<file path="config.mk">
export PLATFORM = sky130hd
export DESIGN_NAME = fetch_unit
export DESIGN_NICKNAME = d
export VERILOG_FILES = /design/src/rtl/fetch_unit.sv
export SDC_FILE = /design/constraint.sdc
export NUM_CORES = 1
export LEC_CHECK = 0
export CAP_MARGIN = 25
export CORE_UTILIZATION = 25
export CTS_BUF_LIST = sky130_fd_sc_hd__clkbuf_4
export CTS_CLUSTER_SIZE = 12
export DETAILED_ROUTE_END_ITERATION = 8
export GPL_ROUTABILITY_DRIVEN = 0
export PLACE_DENSITY_LB_ADDON = 0.1
export SYNTH_ARGS = -nofsm -noshare
export SYNTH_HDL_FRONTEND = slang
export SYNTH_SLANG_ARGS = --single-unit
export TNS_END_PERCENT = 10
</file>
<file path="constraint.sdc">
create_clock -name clock -period 2.3 [get_ports clock]
set_clock_uncertainty 0.15 [all_clocks]
set_input_delay 0.69 -clock clock [delete_from_list [all_inputs] [get_ports clock]]
set_output_delay 0.69 -clock clock [all_outputs]
set_load 0.05 [all_outputs]
</file>
<file path="src/rtl/fetch_unit.sv">
// Instruction fetch stage: owns the PC, reads instruction memory over a req/ack
// handshake, holds the fetched word in the IR until the control unit retires it.
module fetch_unit #(
    parameter int                ADDR_W   = 8,
    parameter int                INSTR_W  = 16,
    parameter logic [ADDR_W-1:0] RESET_PC = '0
) (
    input  logic               clock,
    input  logic               reset,
    input  logic               enable,
    output logic               imem_req,
    output logic [ADDR_W-1:0]  imem_addr,
    input  logic               imem_ack,
    input  logic [INSTR_W-1:0] imem_rdata,
    output logic [INSTR_W-1:0] instr,
    output logic [3:0]         opcode,
    output logic               instr_valid,
    input  logic               exec_done,
    input  logic               jump,
    input  logic               branch_sig,
    input  logic [ADDR_W-1:0]  target,
    output logic [ADDR_W-1:0]  pc
);

    typedef enum logic [1:0] {
        S_IDLE,
        S_FETCH,
        S_EXEC
    } state_t;

    state_t              r_state;
    state_t              w_state_next;
    logic [ADDR_W-1:0]   r_pc;
    logic [INSTR_W-1:0]  r_instr;
    logic                w_take_ack;
    logic                w_retire;
    logic [ADDR_W-1:0]   w_pc_next;

    // Acks are only meaningful while a request is outstanding; stray ones leave the IR alone.
    assign w_take_ack = (r_state == S_FETCH) && imem_ack;
    assign w_retire   = (r_state == S_EXEC) && exec_done;
    assign w_pc_next  = (jump || branch_sig) ? target : r_pc + ADDR_W'(1);

    // NOTE: every output of this block gets a default first, so no path can infer a latch.
    always_comb begin
        w_state_next = r_state;
        case (r_state)
            S_IDLE:  if (enable)     w_state_next = S_FETCH;
            S_FETCH: if (imem_ack)   w_state_next = S_EXEC;
            S_EXEC:  if (exec_done)  w_state_next = enable ? S_FETCH : S_IDLE;
            default:                 w_state_next = S_IDLE;
        endcase
    end

    // NOTE: state is updated with non-blocking assignments so every register sees pre-edge values.
    always_ff @(posedge clock or posedge reset) begin
        if (reset) begin
            r_state <= S_IDLE;
            r_pc    <= RESET_PC;
            r_instr <= '0;
        end else begin
            r_state <= w_state_next;
            if (w_take_ack) r_instr <= imem_rdata;
            if (w_retire)   r_pc    <= w_pc_next;
        end
    end

    // All outputs decode directly from registers, so reset reaches them without a clock edge.
    assign imem_req    = (r_state == S_FETCH);
    assign imem_addr   = r_pc;
    assign instr       = r_instr;
    assign opcode      = r_instr[INSTR_W-1 -: 4];
    assign instr_valid = (r_state == S_EXEC);
    assign pc          = r_pc;

endmodule

</file>
Word-level counts from Yosys, hierarchy flattened
Index checks and enable logic that the tools add are counted.
- add/sub/neg operators: 1
- eq/ne operators: 5
- muxes and demuxes: 6
- reductions and logical operators: 5
- operators by type and width (kind ; count):
    adder 8 x 1 -> 8 bit, second input constant ; 1
    2-to-1 mux 8 bit ; 1
    2-to-1 mux 2 bit ; 3
    one-hot mux 2 bit (3 select lines) ; 1
    != test 2 x 1 -> 1 bit, second input constant ; 2
    AND reduction 3 bit ; 1
    == test 2 x 1 -> 1 bit, second input constant ; 1
    == test 2 bit, second input constant ; 1
    logical AND 1 bit ; 2
    logical NOT 2 bit ; 1
    != test 2 bit, second input constant ; 1
    logical OR 1 bit ; 1
    2-to-1 mux 1 bit ; 1
- bits in registers: 26
- input bits: 31
- output and inout bits: 38
- word-level logic and storage cells: 20

Logic depth before layout (Yosys ltp)
- depth in word-level cells: 3
- gate-level depth with buffers: 5
- gate-level depth less buffers: 4

Worst setup path after synthesis
No wires, ideal clock.
- kind: register -> output
- start: register r_state[0]
- end: output port instr_valid
- data arrival time: 1009 ps
- required time: 1460 ps
- slack: 451 ps
- cell stages (with the launch flop): 3
- buffers on the path: 0
- cell sequence: dfrtp_1 > or2b_2 > inv_1
- longest elaborated chain between the ends: 1
- ends and longest elaborated chain (what ; RTL line ; RTL):
    from (decl) ; 31 ; state_t r_state;
    from (signal assigned) ; 62 ; r_state <= w_state_next;
    == test 2 bit ; 73 ; assign instr_valid = (r_state == S_EXEC);
    to (decl) ; 17 ; output logic instr_valid,
No other way between the ends.

Final worst setup path
Same ends and word-level chain as after synthesis.

==> parameters.txt <==
Parameter                              Value

Logic synthesis
  Number of enable-type register cells in the synthesized netlist    0
  Post-synthesis share of cell area spent on xor and xnor gates    0%
  Number of unique standard cell types used by synthesis    37
  Post-synthesis share of cell area spent on full adders, half adders and majority gates    0.9017%
  Number of flip-flops and latches in the synthesized netlist    26
  Netlist area before placement    1388 um^2
  Post-Synthesis Cells    114
  Synth Area in Simple Gates    13.07%
  Mapped Avg Cell Area    12.17 um^2
  Proportion of synthesized flip-flops having asynchronous set or reset    100.0%
  Share of the synthesized area in compound gates (AO/OA/AOI/OAI)    9.558%
  Number of warnings reported in the yosys synthesis log    0
  Post-synthesis sequential area ratio    46.89%
  Net count after synthesis    146
  Prevailing post-synth register cell    sky130_fd_sc_hd__dfrtp_1
  Largest family of logic cells by synthesized area    multiplexers
  Multiplexer fraction of the synthesized cell area    19.03%

GRT
  Number of antenna violations at the first check in global routing    0
  Wire length of the first global-routing pass    5.478 mm
  Remaining global-route overflow    0
  Via count of the first global-routing pass    1071
  Combined global-route utilization of all metal layers    11.75%
  Maximum number of pins on one net before global-route repair    27

Final layout
  Share of layout cells above drive strength 1    38.37%
  Final #Nets    205
  Fill count    505
  Final std cells w/o fill    242
  End-of-flow core utilization    38.60%
  Diodes inserted    0
  Layout area overhead    45.72%

Clock tree
  Register clock-pin slew on the reported worst setup and hold paths    160 ps
  Post-CTS Hold Fix Bufs    0
  Clock root buffer    sky130_fd_sc_hd__clkbuf_4
  CTS sink cnt    26
  TritonCTS buffer count    3
  Number of levels the H-tree was split into    1
  CTS tree    built
  Number of cells upsized or downsized after cts    0
  Setup bufs post-CTS    0
  Worst skew pair latency    330 ps
  Max Root-Sink Buffers    2

STA
  Hold WS    383.3 ps
  Setup-failing EPs final    0
  Worst slew margin    72.40%
  Period Utilization, post-route    95.04%
  Count of final max-slew check failures    0
  Unrepaired setup endpoints after global routing    false
  Total negative setup slack    0 ps
  Final hold violations    0
  Min Tclk post-route    2186 ps
  FMAX    457.5 MHz
  Slew of the pin with the lowest slew margin    412.5 ps

Route
  Routed wire length    3.334 mm
  Via count of the routed design    1094
  Final antenna-violating net count    0
  First-pass iteration count of the detailed router    4
  Per-cell routed wire length    13.78 um
  Number of vias per cell after detailed routing    4.521
  DRT iter0 DRCs    32
  Remaining routing DRC violations    0

Worst setup path
  Depth of the worst register-to-register path    4
  Critical path fanouts, max    7
  Arrival time at the worst endpoint    1350 ps
  Type of the setup path with the least slack    flip-flop to output pin
  Critical path launch point type    flip-flop
  Crit path capture type    output pin
  CP required    1460 ps

Floorplanning
  Die Width    76.50 um
  Starting density of the core    26.49%
  Overall die area    5852 um^2
  Site Rows    26
  Vertical die dimension    76.50 um
  Boundary Pins    69
  Area of the core    5238 um^2

Placement
  Post-DP HPWL    2.423 mm
  Placed insts    238
  Port buffer count    68

Min path
  Type of the worst min-delay path    flip-flop to flip-flop
  Hold path depth    1

Job
  Maximum Capacitance Violations    0

Run status
  Result of the run    completed
[worst max-delay path, stage by stage, from the launching register on]
cell and delay (ps):
sky130_fd_sc_hd__dfrtp_1 460, sky130_fd_sc_hd__or2b_2 320, sky130_fd_sc_hd__inv_1 100, sky130_fd_sc_hd__buf_12 140
[sequential cells by signal, indices dropped and copies added (netlist names)]
name and flops:
imem_addr 8, instr 16, r_state 2
[Yosys cell counts, types with 2 or more instances]
cell type | n | area, um^2
sky130_fd_sc_hd__dfrtp_1 | 26 | 650.6
sky130_fd_sc_hd__o21bai_1 | 3 | 22.52
sky130_fd_sc_hd__nor3_1 | 2 | 10.01
sky130_fd_sc_hd__mux2i_1 | 5 | 50.05
sky130_fd_sc_hd__a211oi_1 | 2 | 15.01
sky130_fd_sc_hd__o2bb2ai_1 | 2 | 17.52
sky130_fd_sc_hd__and3_1 | 2 | 12.51
sky130_fd_sc_hd__inv_1 | 2 | 7.510
sky130_fd_sc_hd__nor3b_1 | 3 | 22.52
sky130_fd_sc_hd__o21ai_0 | 5 | 25.02
sky130_fd_sc_hd__nand4_1 | 4 | 25.02
sky130_fd_sc_hd__a21oi_1 | 3 | 15.01
sky130_fd_sc_hd__mux2_4 | 9 | 135.1
sky130_fd_sc_hd__mux2_2 | 7 | 78.83
sky130_fd_sc_hd__nand2_1 | 4 | 15.01
sky130_fd_sc_hd__nor2_1 | 2 | 7.510
sky130_fd_sc_hd__buf_4 | 13 | 97.59
[area by class of cell]
cell class / count / area [um^2] / area share [%]
inverter: 2 / 7.507 / 0.3713
tap: 70 / 87.58 / 4.332
multi-input combinational: 69 / 590.6 / 29.21
timing repair buffer: 71 / 633.1 / 31.31
sequential: 26 / 650.6 / 32.18
clock buffer: 3 / 22.52 / 1.114
clock inverter: 1 / 30.03 / 1.485
[logic make-up after synthesis]
| family | count (synthesis) |
|---|---|
| and+or+nand+nor | 27 |
| DFF | 26 |
| muxes | 21 |
| AOI/OAI and AO/OA | 20 |
| buffers and inverters | 19 |
| adders and majority gates | 1 |
[cell usage in the layout (no fill, tap or decap)]
cell	count
sky130_fd_sc_hd__clkdlybuf4s50_1	30
sky130_fd_sc_hd__dfrtp_1	26
sky130_fd_sc_hd__bufinv_16	1
sky130_fd_sc_hd__mux2_2	7
sky130_fd_sc_hd__a31oi_1	1
sky130_fd_sc_hd__a2bb2oi_1	1
sky130_fd_sc_hd__nand4_1	4
sky130_fd_sc_hd__and2b_4	1
sky130_fd_sc_hd__a311oi_1	1
sky130_fd_sc_hd__or2b_2	1
sky130_fd_sc_hd__mux2i_1	5
sky130_fd_sc_hd__buf_12	2
sky130_fd_sc_hd__clkbuf_4	3
sky130_fd_sc_hd__ha_1	1
sky130_fd_sc_hd__a211oi_1	2
sky130_fd_sc_hd__nor4_2	1
sky130_fd_sc_hd__a21oi_1	3
sky130_fd_sc_hd__o2bb2ai_1	2
sky130_fd_sc_hd__o21ai_0	5
sky130_fd_sc_hd__o21bai_1	3
sky130_fd_sc_hd__nand2_4	1
sky130_fd_sc_hd__nand3_1	1
sky130_fd_sc_hd__nor2_1	2
sky130_fd_sc_hd__inv_1	2
sky130_fd_sc_hd__nand2_1	4
sky130_fd_sc_hd__and3_1	2
sky130_fd_sc_hd__o22ai_1	1
sky130_fd_sc_hd__nand3b_1	1
sky130_fd_sc_hd__nor3_1	2
sky130_fd_sc_hd__buf_4	39
sky130_fd_sc_hd__nor4b_1	1
sky130_fd_sc_hd__and3b_2	1
sky130_fd_sc_hd__and4_1	1
sky130_fd_sc_hd__a22oi_1	1
sky130_fd_sc_hd__nor3b_1	3
sky130_fd_sc_hd__or2_1	1
sky130_fd_sc_hd__mux2_4	9
[stage by stage]
stage	area, um^2	worst slack (ps)
floorplan	1388	451.1
global placement	1969	159.4
detailed placement	1969	132.9
CTS	2022	88.41
global route	2022	25.62
finish	2022	114.0
[per-layer routing]
layer / share of wire, % / GRT usage [%]
met5: 0 / 0
met4: 0.63 / 2.885
met3: 7.2 / 4.311
met2: 50 / 19.19
met1: 42 / 14.60
[path summary, 6_finish.rpt]
path | from | end | slack, ps
max | r_state[0] | instr_valid | 110
min | instr[10] | instr[10] | 380
max reg2reg | imem_addr[0] | imem_addr[6] | 720
min reg2reg | instr[10] | instr[10] | 380
max in group asynchronous | reset | imem_addr[7] | 1190
min in group asynchronous | reset | instr[6] | 550
Power is left out: the tool's default activity adds up to more than one toggle a clock period on the data nets, which glitch-free logic cannot reach.
